File: src/rtl/vector_pkg.sv
`default_nettype none
// vector_pkg: entry field layout, opcodes and sequencer states shared by the vector list player.
// Revision 1.0
package vector_pkg;

  localparam int COORD_W = 12;
  localparam int ENTRY_W = 32;

  localparam logic [1:0] OP_JUMP = 2'b00;
  localparam logic [1:0] OP_DRAW = 2'b01;
  localparam logic [1:0] OP_END  = 2'b10;
  localparam logic [1:0] OP_NOP  = 2'b11;

  localparam int OP_HI = 31;
  localparam int OP_LO = 30;
  localparam int X_HI  = 27;
  localparam int X_LO  = 16;
  localparam int Y_HI  = 11;
  localparam int Y_LO  = 0;

  typedef enum logic [2:0] {
    ST_IDLE       = 3'd0,
    ST_FETCH      = 3'd1,
    ST_WAIT_DATA  = 3'd2,
    ST_DECODE     = 3'd3,
    ST_WAIT_READY = 3'd4,
    ST_ISSUE      = 3'd5,
    ST_HOLDOFF    = 3'd6,
    ST_FRAME_END  = 3'd7
  } state_t;

endpackage
`default_nettype wire

File: src/rtl/vector_entry_decode.sv
`default_nettype none
// vector_entry_decode: splits a 32-bit display-list entry into opcode, coordinates and class flags.
// Revision 1.0
module vector_entry_decode
  import vector_pkg::*;
(
  input  logic [ENTRY_W-1:0] entry,
  output logic [1:0]         opcode,
  output logic [COORD_W-1:0] x,
  output logic [COORD_W-1:0] y,
  output logic               is_cmd,
  output logic               is_end
);

  logic unused_bits;

  assign opcode = entry[OP_HI:OP_LO];
  assign x      = entry[X_HI:X_LO];
  assign y      = entry[Y_HI:Y_LO];
  assign is_cmd = (opcode == OP_JUMP) || (opcode == OP_DRAW);
  assign is_end = (opcode == OP_END);

  // Reserved fields carry no meaning.
  assign unused_bits = ^{entry[29:28], entry[15:12]};

endmodule
`default_nettype wire

File: src/rtl/vector_list_player.sv
`default_nettype none
// vector_list_player: fetches vector entries from frame memory and issues jump/draw commands to the vector path.
// Revision 1.0
module vector_list_player
  import vector_pkg::*;
#(
  parameter int ADDR_W  = 10,
  parameter int RD_LAT  = 1,
  parameter int HOLDOFF = 2
) (
  input  logic               clk,
  input  logic               reset,
  input  logic               start,
  input  logic               stop,
  input  logic               loop,
  input  logic [ADDR_W-1:0]  frame_base,
  output logic [ADDR_W-1:0]  mem_addr,
  output logic               mem_rd_en,
  input  logic [31:0]        mem_data,
  output logic [COORD_W-1:0] x,
  output logic [COORD_W-1:0] y,
  output logic               jump,
  output logic               draw,
  input  logic               ready,
  output logic               busy,
  output logic               frame_done
);

  localparam int CNT_W = 8;
  localparam logic [CNT_W-1:0] RD_LAST   = CNT_W'(RD_LAT - 1);
  localparam logic [CNT_W-1:0] HOLD_LAST = CNT_W'(HOLDOFF - 1);

  state_t             state;
  state_t             state_next;
  logic [ADDR_W-1:0]  addr;
  logic [ADDR_W-1:0]  start_addr;
  logic [ADDR_W-1:0]  addr_inc;
  logic [ENTRY_W-1:0] entry;
  logic [CNT_W-1:0]   cnt;
  logic               first;
  logic               stop_pending;
  logic               wrap;
  logic               stop_now;
  logic               wrap_now;

  logic [1:0]         dec_op;
  logic [COORD_W-1:0] dec_x;
  logic [COORD_W-1:0] dec_y;
  logic               dec_is_cmd;
  logic               dec_is_end;

  vector_entry_decode u_decode (
    .entry  (entry),
    .opcode (dec_op),
    .x      (dec_x),
    .y      (dec_y),
    .is_cmd (dec_is_cmd),
    .is_end (dec_is_end)
  );

  assign addr_inc = addr + ADDR_W'(1);
  assign wrap_now = (addr_inc == start_addr);
  assign stop_now = stop_pending | stop;
  assign mem_addr = addr;
  assign busy     = (state != ST_IDLE);

  always_ff @(posedge clk) begin
    if (reset) state <= ST_IDLE;
    else       state <= state_next;
  end

  always_comb begin
    state_next = state;
    mem_rd_en  = 1'b0;
    jump       = 1'b0;
    draw       = 1'b0;
    frame_done = 1'b0;
    case (state)
      ST_IDLE:       if (start) state_next = ST_FETCH;
      ST_FETCH: begin
        mem_rd_en  = 1'b1;
        state_next = ST_WAIT_DATA;
      end
      ST_WAIT_DATA:  if (cnt == RD_LAST) state_next = ST_DECODE;
      ST_DECODE: begin
        if (dec_is_end) begin
          frame_done = 1'b1;
          state_next = ST_FRAME_END;
        end else if (dec_is_cmd) begin
          state_next = ST_WAIT_READY;
        end else if (wrap_now) begin
          frame_done = 1'b1;
          state_next = ST_FRAME_END;
        end else begin
          state_next = ST_FETCH;
        end
      end
      ST_WAIT_READY: if (ready) state_next = ST_ISSUE;
      ST_ISSUE: begin
        // The beam position is unknown at frame start, so the first command is always a move.
        draw       = (dec_op == OP_DRAW) && !first;
        jump       = !draw;
        state_next = ST_HOLDOFF;
      end
      ST_HOLDOFF: begin
        if (cnt == HOLD_LAST) begin
          if (wrap) begin
            frame_done = 1'b1;
            state_next = ST_FRAME_END;
          end else if (stop_now) begin
            state_next = ST_IDLE;
          end else begin
            state_next = ST_FETCH;
          end
        end
      end
      ST_FRAME_END:  state_next = (loop && !stop_now) ? ST_FETCH : ST_IDLE;
      default:       state_next = ST_IDLE;
    endcase
  end

  always_ff @(posedge clk) begin
    if (reset) begin
      addr         <= '0;
      start_addr   <= '0;
      entry        <= '0;
      cnt          <= '0;
      first        <= 1'b1;
      stop_pending <= 1'b0;
      wrap         <= 1'b0;
      x            <= '0;
      y            <= '0;
    end else begin
      cnt <= (state_next != state) ? '0 : cnt + CNT_W'(1);

      if (state != ST_IDLE && state_next == ST_IDLE)
        stop_pending <= 1'b0;
      else if (stop && (state != ST_IDLE || start))
        stop_pending <= 1'b1;

      // Coordinates are loaded on entry to ISSUE so they are valid alongside the pulse.
      if (state == ST_WAIT_READY && ready) begin
        x <= dec_x;
        y <= dec_y;
      end

      case (state)
        ST_IDLE: begin
          if (start) begin
            addr       <= frame_base;
            start_addr <= frame_base;
            first      <= 1'b1;
            wrap       <= 1'b0;
          end
        end
        ST_WAIT_DATA: if (cnt == RD_LAST) entry <= mem_data;
        ST_DECODE:    if (!dec_is_cmd && !dec_is_end) addr <= addr_inc;
        ST_ISSUE: begin
          first <= 1'b0;
          addr  <= addr_inc;
          wrap  <= wrap_now;
        end
        ST_FRAME_END: begin
          if (state_next == ST_FETCH) begin
            addr       <= frame_base;
            start_addr <= frame_base;
            first      <= 1'b1;
            wrap       <= 1'b0;
          end
        end
        default: ;
      endcase
    end
  end

endmodule
`default_nettype wire

File: config.mk
export PLATFORM = sky130hd
export DESIGN_NAME = vector_list_player
export DESIGN_NICKNAME = d
export VERILOG_FILES = /design/src/rtl/vector_pkg.sv /design/src/rtl/vector_entry_decode.sv /design/src/rtl/vector_list_player.sv
export SDC_FILE = /design/constraint.sdc
export NUM_CORES = 1
export LEC_CHECK = 0
export ABC_CLOCK_PERIOD_IN_PS = 2200
export CAP_MARGIN = 10
export CORE_AREA = 3 3 82 115
export CTS_CLUSTER_DIAMETER = 40
export DETAILED_ROUTE_END_ITERATION = 16
export DIE_AREA = 0 0 85 118
export HOLD_SLACK_MARGIN = 0.06
export PLACE_DENSITY = 0.85
export SYNTH_ARGS = -nofsm -noshare
export SYNTH_HDL_FRONTEND = slang
export SYNTH_SLANG_ARGS = --single-unit
File: constraint.sdc
create_clock -name clk -period 2.2 [get_ports clk]
set_clock_uncertainty 0.15 [all_clocks]
set_input_delay 0.44 -clock clk [delete_from_list [all_inputs] [get_ports clk]]
set_output_delay 0.44 -clock clk [all_outputs]
set_load 0.005 [all_outputs]
==> impl_metrics.ini <==
[outcome]
status = finished with violations
violations = negative setup slack

[placement]
place_area_sq_um = 5060
gp_congestion = 0.857
numPortBuffers = 80
pre_cts_ws_ns = -0.647
dp_hpwl_microns = 7370

[synth]
seq_area_frac_synth_pct = 44.2
syn-num-nets = 525
synth.distinct_cells = 55
ys.flop_type = dfxtp_1
ys_ff_latch = 84
ys_warn_count = 0
avgSynthCellArea_sq_um = 8.04
synth_edf_count = 0
syn_inst = 473
synthArstFlopShare_pct = 0
synth_area_sq_um = 3800

[drt]
wirelength_microns = 10700
vias = 3804
drt_iter0_markers = 232
wl_per_cell_microns = 15.2
drc = 0
dr.pass1.iters = 5
drtAntennaViolNets = 0
avgViaCountPerCell = 5.41

[min_path]
holdCritPathClass = reg -> reg
min_path_cells = 2
worstHoldStart = entry[24]
holdPathEnd = x[8]

[sta]
setup_violations = 1
period_share_pct = 124
finalSetupTns_ns = -0.527
maxSlewHeadroom_pct = 59.5
fin_ws_ns = -0.527
finalCriticalPeriod_ns = 2.73
worstMarginPinSlew_ns = 0.607
rsz0062_at_grt = true
fmax_mhz = 367
final_max_slew_viol_count = 0
finalHoldViolCount = 0

[cells_and_area]
fillers = 687
nets = 645
multi_input_area_sq_um = 2060
regArea_sq_um = 1700
drive_gt1_share_pct = 19.7
fin_area_sq_um = 5490
syn_to_final_growth_pct = 44.2
n_antenna_cell = 0
final_util_pct = 64.1

[critical_path]
crit_path_top_delay_cell = or4_4
end_kind = output port
cp_max_fo = 3
reg2reg_slack_ns = 0.08
start_kind = flop
path_cells = buf_6 -> nand3_4 -> or4_4 -> a211oi_2 -> o2111ai_2 -> o21ai_2 -> buf_2
rr_endpoint = state[2]
r2r_cells = 7
worstPathArrival_ns = 2.14
timing.rr.start = mem_addr[0]
cpPeakStageDelay_ns = 0.51
path_buf_inv = 2
path_class = reg -> out
required_ns = 1.61
critPathTopFamily = compound AO/OA/AOI/OAI gates

[cts]
numCtsBuffers = 9
htree_levels = 3
cts.clk_slew.worst_paths_ns = 0.07
root_buffer = clkbuf_16
numClockSinks = 84
clock_latency_ns = 0.34
clk_path_buf_depth = 2
cts_tree = yes

[floorplan]
initial_utilization_pct = 44.4
die_area_sq_um = 10000
rows = 40
core_area_sq_um = 8560
dieHeight_microns = 118
ioPinCount = 87
die_w_microns = 85

[global_routing]
grt_max_degree = 65
grt_pass1_wl_microns = 17400
grt.overflow.total = 0
antenna_found_initial = 0
gr-usage-all-layers_pct = 20.9
grt_pass1_vias = 3952

[pwr]
p_leak_uw = 0.00205
fin_total_pwr_uw = 4840
vdd_drop_max_v = 0.000595
powerDensity_nw_per_um2 = 882

[run]
drv_cap = 0
==> registers in the layout, indices dropped and copies added, names as in the netlist, 3 cells and up <==
register,flops
start_addr,10
x,12
state,3
mem_addr,10
cnt,8
entry,26
y,12
==> area by class of cell <==
class	count	share of cell area, %
clock inverters	7	1.51
well taps	105	2.40
repair buffers	140	22.9
flip-flops and latches	84	30.9
clock buffers	9	4.11
multi-input cells	349	37.6
inverters	9	0.616
==> worst max path at each step <==
stage | cells after the start | slack (ns) | endpoint | startpoint
2_1_floorplan | 6 | -0.07 | frame_done | mem_addr[0]
3_3_place_gp | 7 | -0.64 | frame_done | mem_addr[1]
3_5_place_dp | 7 | -0.65 | frame_done | mem_addr[1]
4_1_cts | 7 | -0.55 | frame_done | mem_addr[0]
5_1_grt | 8 | -0.67 | frame_done | mem_addr[0]
6_report | 7 | -0.53 | frame_done | mem_addr[0]
==> cells in the final DEF, fill, tap and decap left out, drive strengths merged, types with 3 or more instances in the layout <==
cell and n:
nor4 3, dlygate4sd2 4, o21ai 16, nand4 3
inv 12, dfxtp 84, or4 4, xor2 8
or2 3, nor2b 5, nor2 35, a31oi 4
a21o 5, ha 4, a211oi 3, and3 4
clkdlybuf4s50 74, nor3 3, xnor2 11, mux2i 13
or3 4, o22ai 3, clkbuf 9, nand2 115
buf 62, nand3 11, a21oi 62
==> synthesized netlist by cell type, drive strengths merged, types with 2 or more instances <==
| cell | number | area share, % |
|---|---|---|
| nor3 | 3 | 0.39 |
| nand2 | 115 | 11 |
| buf | 6 | 0.86 |
| a41oi | 2 | 0.46 |
| and3 | 4 | 0.66 |
| inv | 9 | 0.89 |
| nor4 | 3 | 0.66 |
| a21o | 5 | 0.99 |
| nor2 | 35 | 3.5 |
| mux2i | 13 | 3.4 |
| ha | 4 | 1.3 |
| a211oi | 3 | 0.59 |
| mux2 | 2 | 0.59 |
| nor2b | 5 | 0.82 |
| or2 | 3 | 0.49 |
| o22ai | 3 | 0.66 |
| o211ai | 2 | 0.39 |
| o21bai | 2 | 0.39 |
| xnor2 | 11 | 2.5 |
| clkbuf | 25 | 2.5 |
| nand4b | 2 | 0.46 |
| o2111ai | 2 | 0.62 |
| nand4 | 3 | 0.89 |
| a21oi | 62 | 8.2 |
| or4 | 4 | 0.89 |
| dfxtp | 84 | 44 |
| or3 | 4 | 0.79 |
| a2bb2oi | 2 | 0.46 |
| a31oi | 4 | 0.66 |
| xor2 | 8 | 1.8 |
| o21ai | 16 | 2.1 |
| nor3b | 2 | 0.39 |
| nand3 | 11 | 1.6 |
==> metrics by stage <==
| step | hold slack (ns) | instances |
|---|---|---|
| floorplan | 0.282 | 473 |
| global placement | 0.286 | 682 |
| detailed placement | 0.295 | 682 |
| CTS | 0.303 | 701 |
| global route | 0.321 | 703 |
| finish | 0.302 | 703 |
==> report_power, final <==
part	switching (uW)	internal [uW]
combinational	756	710
sequential	128	1690
clock	657	897
total	1540	3300
==> worst register-to-register path: stages, from the launching register on <==
cell and delay, ns:
dfxtp_4 0.37, buf_6 0.11, nand3_4 0.06, or4_4 0.51, a211oi_2 0.26, o2111ai_2 0.17, buf_4 0.19, a221oi_2 0.21
==> per-layer routing <==
metal | routed length [microns] | vias to the layer above | global-route usage, %
li1 | - | 1858 | -
met3 | 567 | 28 | 4.97
met2 | 5530 | 123 | 37.5
met1 | 4260 | 1795 | 22.0
met5 | 0 | - | 0
met4 | 318 | 0 | 10.9
==> repair_timing <==
item | 4_1_cts | 5_1_grt
pin swaps | 8 | 7
cloned | 0 | 0
gates resized for setup | 18 | 11
buffers inserted | 3 | 3
hold buffers | 0 | 0
endpoints found under the setup margin | 15 | 8
==> kinds of logic (layout without fill, tap and decap cells) <==
family	count (synthesis)	in the layout	share of synthesized area, %
xor+xnor	19	19	4.38
compound gates	113	113	18.3
buf+inv	40	165	4.21
simple gates	198	198	23.6
mux	15	15	4.01
fa+ha+maj	4	4	1.32
flops	84	84	44.2
No activity file was read; power rests on OpenSTA's default activity.
